**src/rtl/sklansky_adder.sv**
```systemverilog
// Registered WIDTH-bit adder built on a Sklansky parallel-prefix carry tree.
// {cout,sum} is loaded with a + b + cin on every rising clock edge, one cycle of latency.
module sklansky_adder #(
    parameter int WIDTH = 16
) (
    input  logic             clk,
    input  logic             rst,
    input  logic             cin,
    input  logic [WIDTH-1:0] a,
    input  logic [WIDTH-1:0] b,
    output logic [WIDTH-1:0] sum,
    output logic             cout
);

    localparam int LEVELS = $clog2(WIDTH);

    logic [WIDTH-1:0]                bit_g;
    logic [WIDTH-1:0]                bit_p;
    logic [LEVELS:0][WIDTH-1:0]      grp_g;
    logic [LEVELS-1:0][WIDTH-1:0]    grp_p;
    logic [WIDTH-1:0]                carry;
    logic [WIDTH-1:0]                sum_next;

    assign bit_g = a & b;
    assign bit_p = a ^ b;

    // Carry-in is folded into bit 0 so every group term already spans cin.
    assign grp_g[0] = {bit_g[WIDTH-1:1], bit_g[0] | (bit_p[0] & cin)};
    assign grp_p[0] = bit_p;

    // Level k: bits with bit k of their index set absorb the group ending at
    // the top of the lower half-block; all other bits pass through unchanged.
    // The group propagate of the final level is never needed, so it is not built.
    genvar k, i;
    generate
        for (k = 0; k < LEVELS; k++) begin : g_level
            for (i = 0; i < WIDTH; i++) begin : g_bit
                if (((i >> k) & 1) == 1) begin : g_combine
                    localparam int J = ((i >> k) << k) - 1;
                    assign grp_g[k+1][i] = grp_g[k][i] | (grp_p[k][i] & grp_g[k][J]);
                    if (k < LEVELS - 1) begin : g_prop
                        assign grp_p[k+1][i] = grp_p[k][i] & grp_p[k][J];
                    end
                end else begin : g_pass
                    assign grp_g[k+1][i] = grp_g[k][i];
                    if (k < LEVELS - 1) begin : g_prop
                        assign grp_p[k+1][i] = grp_p[k][i];
                    end
                end
            end
        end
    endgenerate

    assign carry    = {grp_g[LEVELS][WIDTH-2:0], cin};
    assign sum_next = bit_p ^ carry;

    always_ff @(posedge clk or posedge rst) begin
        if (rst) begin
            sum  <= '0;
            cout <= 1'b0;
        end else begin
            sum  <= sum_next;
            cout <= grp_g[LEVELS][WIDTH-1];
        end
    end

endmodule

```
**config.mk**
```make
export PLATFORM = sky130hd
export DESIGN_NAME = sklansky_adder
export DESIGN_NICKNAME = d
export VERILOG_FILES = /design/src/rtl/sklansky_adder.sv
export SDC_FILE = /design/constraint.sdc
export NUM_CORES = 1
export LEC_CHECK = 0
export CAP_MARGIN = 15
export CORE_MARGIN = 5
export CORE_UTILIZATION = 40
export DETAILED_ROUTE_END_ITERATION = 16
export PLACE_DENSITY = 0.83
export SLEW_MARGIN = 20
export SYNTH_ARGS = -nofsm -noshare
export SYNTH_HDL_FRONTEND = slang
export SYNTH_SLANG_ARGS = --single-unit
```
**constraint.sdc**
```tcl
create_clock -name clk -period 0.8 [get_ports clk]
set_input_delay 0.08 -clock clk [delete_from_list [all_inputs] [get_ports clk]]
set_output_delay 0.08 -clock clk [all_outputs]
set_load 0.02 [all_outputs]
```
Word level (Yosys, flattened, before mapping)
Cells that the tools add are included.
{"block": "op_classes", "n_bitwise": 86}
{"cell": "1-bit AND", "count": 50}
{"cell": "1-bit bitwise OR", "count": 33}
{"cell": "16-bit bitwise XOR", "count": 2}
{"cell": "16-bit AND", "count": 1}
{"block": "word_totals", "in_bits": 35, "output_inout_bits": 17, "elab_cells": 88, "register_bits": 17}

Logic depth before layout (Yosys ltp)
{"block": "depth", "ltp_word": 12, "mapped_depth": 10, "depth_no_buf": 10}

Least setup slack after synthesis
No wires, ideal clock.
{"block": "synth_path", "kind": "input-to-reg", "startpoint": "input port a[0]", "endpoint": "register sum[8]", "cell_stages": 10, "setup_ns": 0.064, "slack_ns": -1.176, "required_ns": 0.736, "arrival_time_ns": 1.912, "n_path_buf": 0, "cell_sequence": "inv_1 -> fa_1 -> inv_1 -> fa_1 -> a211oi_2 -> o21ai_1 -> a21o_1 -> a21oi_1 -> fa_1 -> inv_1"}
{"block": "synth_via", "elab_chain_cells": 10, "word_cells_on_any_way": 11, "classes_between": "bitwise (11)"}
{"item": "start: declaration", "line": "9", "rtl": "input logic [WIDTH-1:0] a,"}
{"item": "16-bit bitwise XOR", "line": "25", "rtl": "assign bit_p = a ^ b;"}
{"item": "1-bit AND", "line": "28", "rtl": "assign grp_g[0] = {bit_g[WIDTH-1:1], bit_g[0] | (bit_p[0] & cin)};"}
{"item": "1-bit bitwise OR (*)", "line": "28"}
{"item": "1-bit AND (*)", "line": "40", "rtl": "assign grp_g[k+1][i] = grp_g[k][i] | (grp_p[k][i] & grp_g[k][J]);"}
{"item": "1-bit bitwise OR (*)", "line": "40"}
{"item": "1-bit AND (*)", "line": "40"}
{"item": "1-bit bitwise OR (*)", "line": "40"}
{"item": "1-bit AND (*)", "line": "40"}
{"item": "1-bit bitwise OR (*)", "line": "40"}
{"item": "16-bit bitwise XOR (*)", "line": "55", "rtl": "assign sum_next = bit_p ^ carry;"}
{"item": "net sum_next[8]", "line": "22", "rtl": "logic [WIDTH-1:0] sum_next;"}
{"item": "end signal: assignment", "line": "62", "rtl": "sum <= sum_next;"}
{"item": "end: declaration", "line": "11", "rtl": "output logic [WIDTH-1:0] sum,"}
Mark *: on every way through the listed nets, which the timed path passes. The rest lies on a longest branch.

Worst setup path in the final report
{"block": "layout_path", "startpoint": "input port cin", "endpoint": "register sum[8]"}
{"block": "layout_via", "elab_chain_cells": 9}
{"item": "start: declaration", "line": "8", "rtl": "input logic cin,"}
{"item": "1-bit AND", "line": "28"}
{"item": "1-bit bitwise OR", "line": "28"}
{"item": "1-bit AND", "line": "40"}
{"item": "1-bit bitwise OR", "line": "40"}
{"item": "1-bit AND", "line": "40"}
{"item": "1-bit bitwise OR", "line": "40"}
{"item": "1-bit AND", "line": "40"}
{"item": "1-bit bitwise OR", "line": "40"}
{"item": "16-bit bitwise XOR", "line": "55"}
{"item": "net sum_next[8]", "line": "22"}
The timed path passes the listed nets, and every way through them passes these cells.

==> summary.txt <==
Outcome
  – Outcome: complete, but fails checks
  – Failing checks: setup timing

Power
  – Pleak: 1.04 nW
  – Switching share of power: 36.1%
  – P_int: 2.13 mW
  – Clock Power Share: 15.2%
  – Seq pwr share: 33.5%
  – Logic pwr share: 51.3%
  – Worst vdd ir: 1.51 mV
  – Pwr Density: 1560 nW/µm²
  – NetSw: 1.21 mW
  – Pwr Total: 3.34 mW

Worst setup path
  – Startpoint Class: input port
  – Crit path top cell by count: fa_2
  – CP max stage delay: 0.43 ns
  – Worst path slowest cell: fa_1
  – Crit Path Max Fanout: 3
  – Critical setup path kind: in2reg
  – Worst path required time: 1.05 ns
  – Arrival time at the worst endpoint: 2.08 ns
  – Crit path cell chain: buf_6 > inv_4 > fa_2 > inv_2 > fa_2 > a211oi_4 > o21ai_2 > a21o_1 > a21oi_2 > fa_1 > inv_1
  – Crit. End Element: register

Clock tree
  – H-tree depth: 1
  – Reg clk slew, reported paths: 0.11 ns
  – CTS root buf: clkbuf_4
  – CTS tree: yes
  – Clk sinks: 17
  – Clock Path Buffers: 2
  – CTS Buf Count: 3

Floorplan
  – Core area: 2730 µm²
  – Area of the die: 3980 µm²
  – Chip width: 63.1 µm
  – FP Rows: 19
  – Starting Density: 41.2%
  – Ports: 52
  – Die height: 63.1 µm

Layout
  – Most frequent cells in the layout: buf_4, buf_6, clkdlybuf4s50_1
  – # fillers: 156
  – N_diodes: 0
  – Nets: 239
  – Commonest non-fill, non-tap cell in the layout: buf_4
  – P&R area growth vs syn: 90.2%
  – Fraction of layout cells with a size suffix above 1: 45.7%

Route
  – Drt drc: 0
  – Post-DR wirelength/cell: 18.1 µm
  – DRT antenna net count: 0
  – WL final: 3880 µm
  – Via/cell ratio: 5.25
  – Via Count: 1,128
  – Initial DRC count: 56
  – Pre-antenna DRT Iters: 4

Place
  – IO Port Bufs: 51
  – Gp weighted congestion: 0.855
  – Setup WS pre-CTS: -1.81 ns
  – DP Wirelength: 2640 µm

Global routing
  – Largest net degree at the start of global routing: 18
  – Global-route wire length before repair: 5370 µm
  – Grt total ovfl: 0
  – Number of global-route vias before repair: 1,229
  – Total GRT Usage: 16.9%
  – Initial antenna violation count: 0

Timing
  – Maximum clock frequency: 547 MHz
  – Unrepaired setup endpoints after global routing: true
  – Finish-stage setup viols: 33
  – Final Hold Fails: 0
  – Pins over their slew limit: 0
  – Tightest Pin Transition: 0.397 ns
  – Period utilization: 228%
  – PnR worst setup slack: -1.03 ns
  – Fin crit period: 1.83 ns
  – Slew margin rel.: 73.2%

Job
  – Max-cap violations: 0

Synth
  – Ys Warns: 0
  – Synth Instances: 102
  – Syn nets: 156
  – Sequential share of the synthesized area: 37.8%
  – Synth Cell Area: 1130 µm²
  – Synth cell types: 35
  – EDFF count, synth: 0
  – Async SR Flop Fraction: 100%
  – Avg Inst Size Synth: 11.0 µm²
  – Top_reg_cell synth: dfrtp_1
  – Synthesis-stage register bit count: 17

Hold path
  – Hold WC Path Type: in2async
## cells in the mapped netlist (2+ instances only)
library cell,count,area [µm²]
o21ai_0,2,10.0
a21oi_1,3,15.0
a211oi_1,2,15.0
ha_1,14,175
and2_1,2,12.5
a21oi_2,2,17.5
fa_1,5,100
xor2_1,6,52.6
inv_1,13,48.8
nor2_1,6,22.5
dfrtp_1,17,425
a21o_1,4,30.0
xnor2_1,3,26.3
nand2_1,2,7.51
## flip-flops by register name, summed over array words and instances, names as in the netlist
signal and cells:
sum 16, cout 1
## stage by stage
step / utilization (%) / cell area (µm²) / setup TNS [ns] / instances / hold WS, ns
6_report: 78.4 / 2140 / -14.74 / 215 / 0.0573
5_1_grt: 78.4 / 2140 / -15.74 / 215 / 0.0759
4_1_cts: 74.0 / 2020 / -13.63 / 214 / 0.0663
3_5_place_dp: 69.3 / 1900 / -28.15 / 207 / 0.407
3_3_place_gp: 69.3 / 1900 / -27.11 / 207 / 0.401
2_1_floorplan: - / 1160 / -12.23 / 102 / 0.00607
## power groups by stage
stage | registers (mW) | clock network (mW) | logic [mW]
2_1_floorplan | 1.32 | 0 | 0.444
3_3_place_gp | 1.08 | 0 | 1.41
3_5_place_dp | 1.09 | 0 | 1.47
4_1_cts | 1.11 | 0.498 | 1.56
5_1_grt | 1.13 | 0.530 | 1.80
6_report | 1.12 | 0.507 | 1.71
## per-layer routing
metal	up-vias	part of all wire [%]	wire length [µm]	global-route usage, %
li1	515	-	-	-
met1	572	37	1440	18.1
met2	33	57	2200	32.4
met3	8	3.5	136	0.888
met4	0	2.8	109	8.75
met5	-	0	0	0
## worst paths after layout
| path | from | cells after the start | end | slack [ns] |
|---|---|---|---|---|
| worst max-delay path | cin | 11 | sum[8]$_DFF_PP0_ | -1.03 |
| worst min-delay path | rst | 3 | sum[6]$_DFF_PP0_ | 0.06 |
| max in group asynchronous | rst | 3 | cout$_DFF_PP0_ | 0.62 |
| min in group clk | b[0] | 4 | sum[0]$_DFF_PP0_ | 0.17 |
## area by class of cell
| class | instances | area [µm²] | share of cell area [%] |
|---|---|---|---|
| multi-input combinational | 72 | 817 | 38.1 |
| timing repair buffer | 78 | 764 | 35.7 |
| sequential | 17 | 425 | 19.9 |
| inverter | 13 | 68.8 | 3.21 |
| tap | 31 | 38.8 | 1.81 |
| clock buffer | 3 | 22.5 | 1.05 |
| clock inverter | 1 | 5.00 | 0.234 |
## timing repair
action	CTS	global route
endpoints found under the setup margin	34	33
setup buffers	3	3
hold buffers	0	0
pin swaps	17	19
hold endpoints to repair	0	0
gates resized for setup	136	24
## logic make-up (layout without fill, tap and decap cells)
logic type | count (synthesis) | in the layout | share of synthesized area [%]
AOI/OAI and AO/OA | 24 | 24 | 15.7
buffers and inverters | 13 | 95 | 4.33
DFF | 17 | 17 | 37.8
adders and majority gates | 19 | 19 | 24.4
and+or+nand+nor | 20 | 20 | 10.8
xor gates and xnor gates | 9 | 9 | 7.00
## worst max-delay path, delay by kind of cell
| family | cells | cell delay (ns) |
|---|---|---|
| fa+ha+maj | 3 | 0.99 |
| compound gates | 4 | 0.75 |
| buf+inv | 4 | 0.26 |
Note: power is estimated with default switching activity, not from simulation.
